==> src/rtl/mem_dreq_pkg.sv <==
// Shared definitions for the memory-stage data-access initiator: aluop codes,
// exception/stall encodings, bus size codes, load types and FSM states.
package mem_dreq_pkg;

   localparam int ALUOP_W    = 8;  // ALUOP_BUS width
   localparam int EXC_CODE_W = 5;  // EXC_CODE_BUS width

   // Memory-stage aluop codes; every other value is a non-memory op.
   localparam logic [ALUOP_W-1:0] ALUOP_NOP = 8'h00;
   localparam logic [ALUOP_W-1:0] ALUOP_LB  = 8'h90;
   localparam logic [ALUOP_W-1:0] ALUOP_LBU = 8'h91;
   localparam logic [ALUOP_W-1:0] ALUOP_LH  = 8'h92;
   localparam logic [ALUOP_W-1:0] ALUOP_LHU = 8'h93;
   localparam logic [ALUOP_W-1:0] ALUOP_LW  = 8'h94;
   localparam logic [ALUOP_W-1:0] ALUOP_SB  = 8'h98;
   localparam logic [ALUOP_W-1:0] ALUOP_SH  = 8'h99;
   localparam logic [ALUOP_W-1:0] ALUOP_SW  = 8'h9A;

   // Upstream exception code meaning "no exception".
   localparam logic [EXC_CODE_W-1:0] EXC_NONE = 5'h10;

   // stall[4] encoding.
   localparam logic STOP   = 1'b1;
   localparam logic NOSTOP = 1'b0;

   // data_size encodings on the SRAM-like bus.
   localparam logic [1:0] SZ_BYTE = 2'd0;
   localparam logic [1:0] SZ_HALF = 2'd1;
   localparam logic [1:0] SZ_WORD = 2'd2;

   typedef enum logic [2:0] {
      LD_LB,
      LD_LBU,
      LD_LH,
      LD_LHU,
      LD_LW
   } ld_type_e;

   typedef enum logic [2:0] {
      S_IDLE,
      S_REQ,
      S_WAIT,
      S_DONE,
      S_DRAIN
   } dreq_state_e;

   // Decoded view of the memory-stage aluop.
   typedef struct packed {
      logic       is_mem;
      logic       is_load;
      logic [1:0] size;
      ld_type_e   ld_type;
   } mem_op_t;

   function automatic mem_op_t decode_op(input logic [ALUOP_W-1:0] op);
      mem_op_t d;
      d = '{is_mem: 1'b0, is_load: 1'b0, size: SZ_WORD, ld_type: LD_LW};
      case (op)
         ALUOP_LB:  d = '{is_mem: 1'b1, is_load: 1'b1, size: SZ_BYTE, ld_type: LD_LB};
         ALUOP_LBU: d = '{is_mem: 1'b1, is_load: 1'b1, size: SZ_BYTE, ld_type: LD_LBU};
         ALUOP_LH:  d = '{is_mem: 1'b1, is_load: 1'b1, size: SZ_HALF, ld_type: LD_LH};
         ALUOP_LHU: d = '{is_mem: 1'b1, is_load: 1'b1, size: SZ_HALF, ld_type: LD_LHU};
         ALUOP_LW:  d = '{is_mem: 1'b1, is_load: 1'b1, size: SZ_WORD, ld_type: LD_LW};
         ALUOP_SB:  d = '{is_mem: 1'b1, is_load: 1'b0, size: SZ_BYTE, ld_type: LD_LW};
         ALUOP_SH:  d = '{is_mem: 1'b1, is_load: 1'b0, size: SZ_HALF, ld_type: LD_LW};
         ALUOP_SW:  d = '{is_mem: 1'b1, is_load: 1'b0, size: SZ_WORD, ld_type: LD_LW};
         default:   ;
      endcase
      return d;
   endfunction

   // Replicate store data across the byte lanes so the slave can pick any lane.
   function automatic logic [31:0] store_lanes(input logic [1:0] size, input logic [31:0] din);
      logic [31:0] w;
      case (size)
         SZ_BYTE: w = {4{din[7:0]}};
         SZ_HALF: w = {2{din[15:0]}};
         default: w = din;
      endcase
      return w;
   endfunction

endpackage

==> src/rtl/mem_dreq_ld_ext.sv <==
// Load extension: selects the addressed byte/half of the returned bus word and
// sign- or zero-extends it according to the load type.
module mem_ld_ext
   import mem_dreq_pkg::*;
(
   input  ld_type_e    ld_type,
   input  logic [1:0]  offset,
   input  logic [31:0] rdata,
   output logic [31:0] ld_data
);

   logic [7:0]  byte_sel;
   logic [15:0] half_sel;

   // Lane selection by address offset, then extension by load type.
   always_comb begin
      // NOTE: every output of a combinational block gets a default first so no path leaves it unassigned and a latch is inferred.
      byte_sel = rdata[7:0];
      half_sel = offset[1] ? rdata[31:16] : rdata[15:0];
      ld_data  = rdata;
      case (offset)
         2'd1:    byte_sel = rdata[15:8];
         2'd2:    byte_sel = rdata[23:16];
         2'd3:    byte_sel = rdata[31:24];
         default: byte_sel = rdata[7:0];
      endcase
      case (ld_type)
         LD_LB:   ld_data = {{24{byte_sel[7]}}, byte_sel};
         LD_LBU:  ld_data = {24'h0, byte_sel};
         LD_LH:   ld_data = {{16{half_sel[15]}}, half_sel};
         LD_LHU:  ld_data = {16'h0, half_sel};
         default: ld_data = rdata;
      endcase
   end

endmodule

==> src/rtl/mem_dreq.sv <==
// Memory-stage data-access initiator. Issues one SRAM-like bus transaction per
// memory instruction, stalls the pipeline while it is in flight, returns the
// extended load result and flags misaligned accesses. Flushes either withdraw
// a not-yet-accepted request or drain an accepted one. Store-lane and load
// extension logic assume a 32-bit data bus.
module mem_dreq
   import mem_dreq_pkg::*;
#(
   parameter int ADDR_W = 32,
   parameter int DATA_W = 32
) (
   input  logic                  cpu_clk_50M,
   input  logic                  cpu_rst_n,
   input  logic [ALUOP_W-1:0]    mem_aluop,
   input  logic [31:0]           mem_wd,
   input  logic [31:0]           mem_din,
   input  logic [EXC_CODE_W-1:0] mem_exccode,
   input  logic                  flush,
   input  logic                  stall_mem,
   output logic                  data_req,
   output logic                  data_wr,
   output logic [1:0]            data_size,
   output logic [ADDR_W-1:0]     data_addr,
   output logic [DATA_W-1:0]     data_wdata,
   input  logic                  data_addr_ok,
   input  logic                  data_data_ok,
   input  logic [DATA_W-1:0]     data_rdata,
   output logic                  stallreq_mem,
   output logic [31:0]           mem_ld_data,
   output logic                  mem_ld_valid,
   output logic                  mem_adel,
   output logic                  mem_ades
);

   dreq_state_e state, state_nxt;
   mem_op_t     op_d;
   logic        misaligned;
   logic        op_go;
   logic        issue;
   logic        ld_capture;

   // Captured per-transaction load context for the extension unit.
   ld_type_e    ld_type_q;
   logic [1:0]  ld_off_q;
   logic        is_load_q;
   logic [31:0] ld_ext_data;

   assign op_d = decode_op(mem_aluop);

   assign misaligned = op_d.is_mem &
                       (((op_d.size == SZ_HALF) & mem_wd[0]) |
                        ((op_d.size == SZ_WORD) & (mem_wd[1:0] != 2'b00)));

   assign mem_adel = misaligned &  op_d.is_load;
   assign mem_ades = misaligned & ~op_d.is_load;

   // Reset is folded in so no stall request escapes while the core is held.
   assign op_go = cpu_rst_n & op_d.is_mem & (mem_exccode == EXC_NONE) &
                  ~misaligned & ~flush;

   assign issue      = (state == S_IDLE) & op_go;
   assign ld_capture = (state == S_WAIT) & data_data_ok & ~flush & is_load_q;

   mem_ld_ext u_ld_ext (
      .ld_type (ld_type_q),
      .offset  (ld_off_q),
      .rdata   (data_rdata),
      .ld_data (ld_ext_data)
   );

   // State register, bus request fields captured on issue, load result capture.
   always_ff @(posedge cpu_clk_50M) begin
      if (!cpu_rst_n) begin
         // NOTE: sequential state uses non-blocking assignments so every register samples pre-edge values regardless of statement order.
         state       <= S_IDLE;
         data_wr     <= 1'b0;
         data_size   <= SZ_BYTE;
         data_addr   <= '0;
         data_wdata  <= '0;
         ld_type_q   <= LD_LW;
         ld_off_q    <= 2'b00;
         is_load_q   <= 1'b0;
         mem_ld_data <= 32'h0;
      end else begin
         state <= state_nxt;
         if (issue) begin
            data_wr    <= ~op_d.is_load;
            data_size  <= op_d.size;
            data_addr  <= mem_wd[ADDR_W-1:0];
            data_wdata <= store_lanes(op_d.size, mem_din);
            ld_type_q  <= op_d.ld_type;
            ld_off_q   <= mem_wd[1:0];
            is_load_q  <= op_d.is_load;
         end
         if (ld_capture) begin
            mem_ld_data <= ld_ext_data;
         end
      end
   end

   // Next-state logic plus request, stall and load-valid outputs.
   always_comb begin
      state_nxt    = state;
      data_req     = 1'b0;
      stallreq_mem = 1'b0;
      mem_ld_valid = 1'b0;
      case (state)
         S_IDLE: begin
            stallreq_mem = op_go;
            if (op_go) state_nxt = S_REQ;
         end
         S_REQ: begin
            data_req     = 1'b1;
            stallreq_mem = 1'b1;
            if (data_addr_ok) state_nxt = flush ? S_DRAIN : S_WAIT;
            else if (flush)   state_nxt = S_IDLE;
         end
         S_WAIT: begin
            stallreq_mem = 1'b1;
            if (flush)             state_nxt = data_data_ok ? S_IDLE : S_DRAIN;
            else if (data_data_ok) state_nxt = S_DONE;
         end
         S_DONE: begin
            mem_ld_valid = is_load_q;
            if ((stall_mem == NOSTOP) || flush) state_nxt = S_IDLE;
         end
         S_DRAIN: begin
            // The next instruction may already sit in MEM; hold it until the
            // abandoned transaction's response has been absorbed.
            stallreq_mem = op_d.is_mem & ~flush;
            if (data_data_ok) state_nxt = S_IDLE;
         end
         default: state_nxt = S_IDLE;
      endcase
   end

endmodule

==> config.mk <==
export PLATFORM = sky130hd
export DESIGN_NAME = mem_dreq
export DESIGN_NICKNAME = d
export VERILOG_FILES = /design/src/rtl/mem_dreq_pkg.sv /design/src/rtl/mem_dreq_ld_ext.sv /design/src/rtl/mem_dreq.sv
export SDC_FILE = /design/constraint.sdc
export NUM_CORES = 1
export LEC_CHECK = 0
export ABC_AREA = 1
export CORE_AREA = 2 2 78 118
export CTS_CLUSTER_SIZE = 40
export DETAILED_ROUTE_END_ITERATION = 12
export DIE_AREA = 0 0 80 120
export DONT_BUFFER_PORTS = 1
export GPL_TIMING_DRIVEN = 0
export HOLD_SLACK_MARGIN = 0.03
export PLACE_DENSITY = 0.74
export RECOVER_POWER = 25
export SLEW_MARGIN = 20
export SYNTH_ARGS = -nofsm -noshare
export SYNTH_HDL_FRONTEND = slang
export SYNTH_SLANG_ARGS = --single-unit
==> constraint.sdc <==
create_clock -name cpu_clk_50M -period 4.2 [get_ports cpu_clk_50M]
set_input_delay 0.21 -clock cpu_clk_50M [delete_from_list [all_inputs] [get_ports cpu_clk_50M]]
set_output_delay 0.21 -clock cpu_clk_50M [all_outputs]
set_load 0.01 [all_outputs]
==> impl_metrics.py <==
metrics = {
    "synth": {
        "synth_flop_cell": "sky130_fd_sc_hd__dfxtp_1",
        "synth.distinct_cells": 41,
        "synthesis.yosys.warnings": 0,
        "synthesized_netlist_net_count": 846,
        "synth_area_per_cell_um2": 6.87,
        "synth_async_sr_flop_share": 0,
        "netlist_area_um2": 5020,
        "synthCells": 731,
        "synth-seq-cells": 106,
        "synth.yosys.seq_area_share": 0.422,
        "synth-edff-count": 0,
    },
    "drt": {
        "drt_wl_total_um": 15400,
        "detail_route.wl_per_cell_um": 17.3,
        "vias_per_cell": 5.72,
        "drt_pre_antenna_iters": 5,
        "postRouteAntennaNets": 0,
        "route.vias.total": 5076,
        "detail_route.iter0.violations": 271,
        "drt_drc_violations_left": 0,
    },
    "worst_setup_path": {
        "r2r_setup_slack_ns": 1.94,
        "critical_path.startpoint_type": "flip-flop",
        "rr_startpoint": "data_addr[1]",
        "cp_data_arrival_time_ns": 2.55,
        "timing.critical_path.required_ns": 4.49,
        "setup.worst_path.class": "flip-flop to flip-flop",
        "critical_path_startpoint": "data_addr[1]",
        "path_max_fanout": 10,
        "worst_setup_end_kind": "flip-flop",
    },
    "grt": {
        "groute.usage.overall": 0.316,
        "grt-ovfl-total": 0,
        "first_global_vias": 5053,
        "antenna_found_initial": 0,
        "first_pass_grt_wire_length_um": 23700,
        "maximum_number_of_pins_on_one_net_before_global_route_repair": 20,
    },
    "clock_tree": {
        "clockBufferDepth": 2,
        "cts-buffers-inserted": 9,
        "clock_tree.root_cell": "sky130_fd_sc_hd__clkbuf_16",
        "clk_pin_slew_worst_paths_ns": 0.08,
        "clock_insertion_delay_worst_skew_ns": 0.35,
        "htreeDepth": 3,
        "tritoncts_clock_tree": "built",
        "post_cts.repair.setup_buffers": 0,
        "clock-sinks": 106,
    },
    "cells_and_area": {
        "layout.filler_cells": 747,
        "syn2layout_area_growth_pct": 14.6,
        "n_antenna_cell": 0,
        "register_area_um2": 2120,
        "most-common-layout-cells": "sky130_fd_sc_hd__nand2_1, sky130_fd_sc_hd__nor2_1, sky130_fd_sc_hd__dfxtp_1, sky130_fd_sc_hd__inv_1, sky130_fd_sc_hd__o21ai_0",
        "stdcell_count": 888,
        "final_common_cell": "sky130_fd_sc_hd__nand2_1",
        "multi_input_comb_area_um2": 2430,
        "design_area_um2": 5760,
        "drive_above_1_share": 0.0848,
        "layout.nets": 888,
    },
    "run": {
        "timing.max_cap.violations": 0,
    },
    "placed_design": {
        "gp_congestion": 0.971,
        "dp_hpwl_um": 11600,
        "placement.cell_area_um2": 5160,
        "port-buffer-count": 0,
        "cell_count_after_placement": 841,
    },
    "timing": {
        "finalCriticalPeriod_ns": 2.26,
        "worst_margin_pin_slew_ns": 0.745,
        "rsz0062_at_grt": "no",
        "achievable-frequency_mhz": 442,
        "largest_clock_skew_in_the_final_design_ns": 0.00963,
        "final_max_slew_viol_count": 0,
        "max-slew-margin-rel": 0.503,
        "final-setup-viol-count": 0,
        "layout_worst_path_cycle_share": 0.539,
        "hold_viol_final": 0,
        "finalSetupTns_ns": 0,
    },
    "floorplan": {
        "floorplan.rows": 42,
        "horizontal_die_dimension_um": 80,
        "die_height_um": 120,
        "initial_utilization": 0.583,
        "core_area_um2": 8620,
        "design.die.area_um2": 9600,
        "io_pins": 219,
    },
    "hold_path": {
        "hp-start": "mem_wd[12]",
        "worst_hold_path_type": "input pin to flip-flop",
    },
    "pwr": {
        "p_switching_uw": 588,
        "cellLeakagePower_uw": 0.00255,
        "clockPowerShare": 0.388,
        "power.share.combinational": 0.121,
        "vdd_drop_max_mv": 0.214,
        "power.sequential.fraction": 0.491,
        "p_int_uw": 1510,
        "sw_frac_of_total": 0.280,
        "power_per_cell_area_nw_per_um2": 365,
    },
    "outcome": {
        "outcome": "completed",
    },
}
-- worst max-delay path, cell delays in order (launching register included) --
cell	delay (ns)
sky130_fd_sc_hd__dfxtp_1	0.40
sky130_fd_sc_hd__buf_2	0.26
sky130_fd_sc_hd__nand2_1	0.11
sky130_fd_sc_hd__o211ai_1	0.17
sky130_fd_sc_hd__nand3_1	0.14
sky130_fd_sc_hd__a21oi_1	0.61
sky130_fd_sc_hd__buf_4	0.29
sky130_fd_sc_hd__o221ai_1	0.13
sky130_fd_sc_hd__inv_1	0.09
-- registers in the layout, summed over array words and instances, names as in the netlist --
signal       count
data_wr          1
state            3
mem_ld_data     32
data_size        2
ld_type_q        3
data_addr       32
data_wdata      32
is_load_q        1
-- power by group through the flow --
stage | combinational (uW) | sequential, uW | clock [uW]
3_3_place_gp | 218 | 1050 | 0
4_1_cts | 248 | 1030 | 818
6_report | 253 | 1030 | 815
2_1_floorplan | 182 | 1050 | 0
5_1_grt | 282 | 1030 | 860
3_5_place_dp | 223 | 1050 | 0
-- logic make-up (layout without fill, tap and decap cells) --
kind of cell / Yosys count / in the layout / share of synthesized area
flip-flops: 106 / 106 / 0.422
AO/OA/AOI/OAI: 156 / 156 / 0.188
multiplexers: 1 / 1 / 0.00199
AND/OR/NAND/NOR: 358 / 358 / 0.293
buffers and inverters: 110 / 157 / 0.0946
-- metal layers --
layer,track usage,vias to the layer above,part of all wire
li1,-,2460,-
met1,0.286,2315,0.33
met2,0.596,246,0.54
met3,0.114,55,0.096
met4,0.151,0,0.040
met5,0,-,0
-- repair_timing --
| item | 4_1_cts | 5_1_grt |
|---|---|---|
| hold buffers | 31 | 0 |
| gates resized for setup | 0 | 0 |
| hold endpoints to repair | 31 | 0 |
-- worst paths after layout --
check	end	cells past startpoint
worst min register to register	ld_type_q[0]	2
worst min-delay path	data_addr[12]	2
worst max register to register	mem_ld_data[25]	8
worst max-delay path	mem_ld_data[25]	8
-- cells in the mapped netlist, types with 2 or more instances --
master | n | area [um^2]
sky130_fd_sc_hd__nand3_1 | 17 | 85.1
sky130_fd_sc_hd__a221o_1 | 2 | 20.0
sky130_fd_sc_hd__inv_1 | 58 | 218
sky130_fd_sc_hd__o221ai_1 | 17 | 149
sky130_fd_sc_hd__buf_2 | 17 | 85.1
sky130_fd_sc_hd__dfxtp_1 | 106 | 2120
sky130_fd_sc_hd__o211ai_1 | 3 | 22.5
sky130_fd_sc_hd__o21ai_1 | 19 | 95.1
sky130_fd_sc_hd__nand2_4 | 2 | 22.5
sky130_fd_sc_hd__a21boi_0 | 3 | 22.5
sky130_fd_sc_hd__buf_4 | 3 | 22.5
sky130_fd_sc_hd__buf_6 | 4 | 45.0
sky130_fd_sc_hd__inv_2 | 7 | 26.3
sky130_fd_sc_hd__buf_1 | 5 | 18.8
sky130_fd_sc_hd__o21ai_0 | 54 | 270
sky130_fd_sc_hd__nand4_1 | 3 | 18.8
sky130_fd_sc_hd__or2_2 | 6 | 37.5
sky130_fd_sc_hd__o2111ai_1 | 8 | 70.1
sky130_fd_sc_hd__nor3_1 | 3 | 15.0
sky130_fd_sc_hd__clkbuf_1 | 15 | 56.3
sky130_fd_sc_hd__nor2_1 | 141 | 529
sky130_fd_sc_hd__a41oi_1 | 4 | 35.0
sky130_fd_sc_hd__nand2_1 | 174 | 653
sky130_fd_sc_hd__a21oi_1 | 40 | 200
sky130_fd_sc_hd__nand2_2 | 4 | 25.0
-- through the flow --
| stage | util | hold WS [ns] | setup WS [ns] | power, uW |
|---|---|---|---|---|
| 2_1_floorplan | - | 0.354 | 2.53 | 1230 |
| 3_3_place_gp | 0.599 | 0.358 | 2.09 | 1270 |
| 3_5_place_dp | 0.599 | 0.362 | 2.02 | 1280 |
| 4_1_cts | 0.668 | 0.0330 | 2.00 | 2100 |
| 5_1_grt | 0.668 | 0.0513 | 1.83 | 2180 |
| 6_report | 0.668 | 0.0326 | 1.94 | 2100 |
-- layout make-up --
class                      count  area share
timing repair buffer          31      0.0539
sequential                   106       0.369
inverter                      66      0.0430
clock inverter                 7      0.0104
clock buffer                   9      0.0391
multi-input combinational    515       0.421
tap                          110      0.0239
buffer                        44      0.0396
Power figures use the tool's default switching activity.
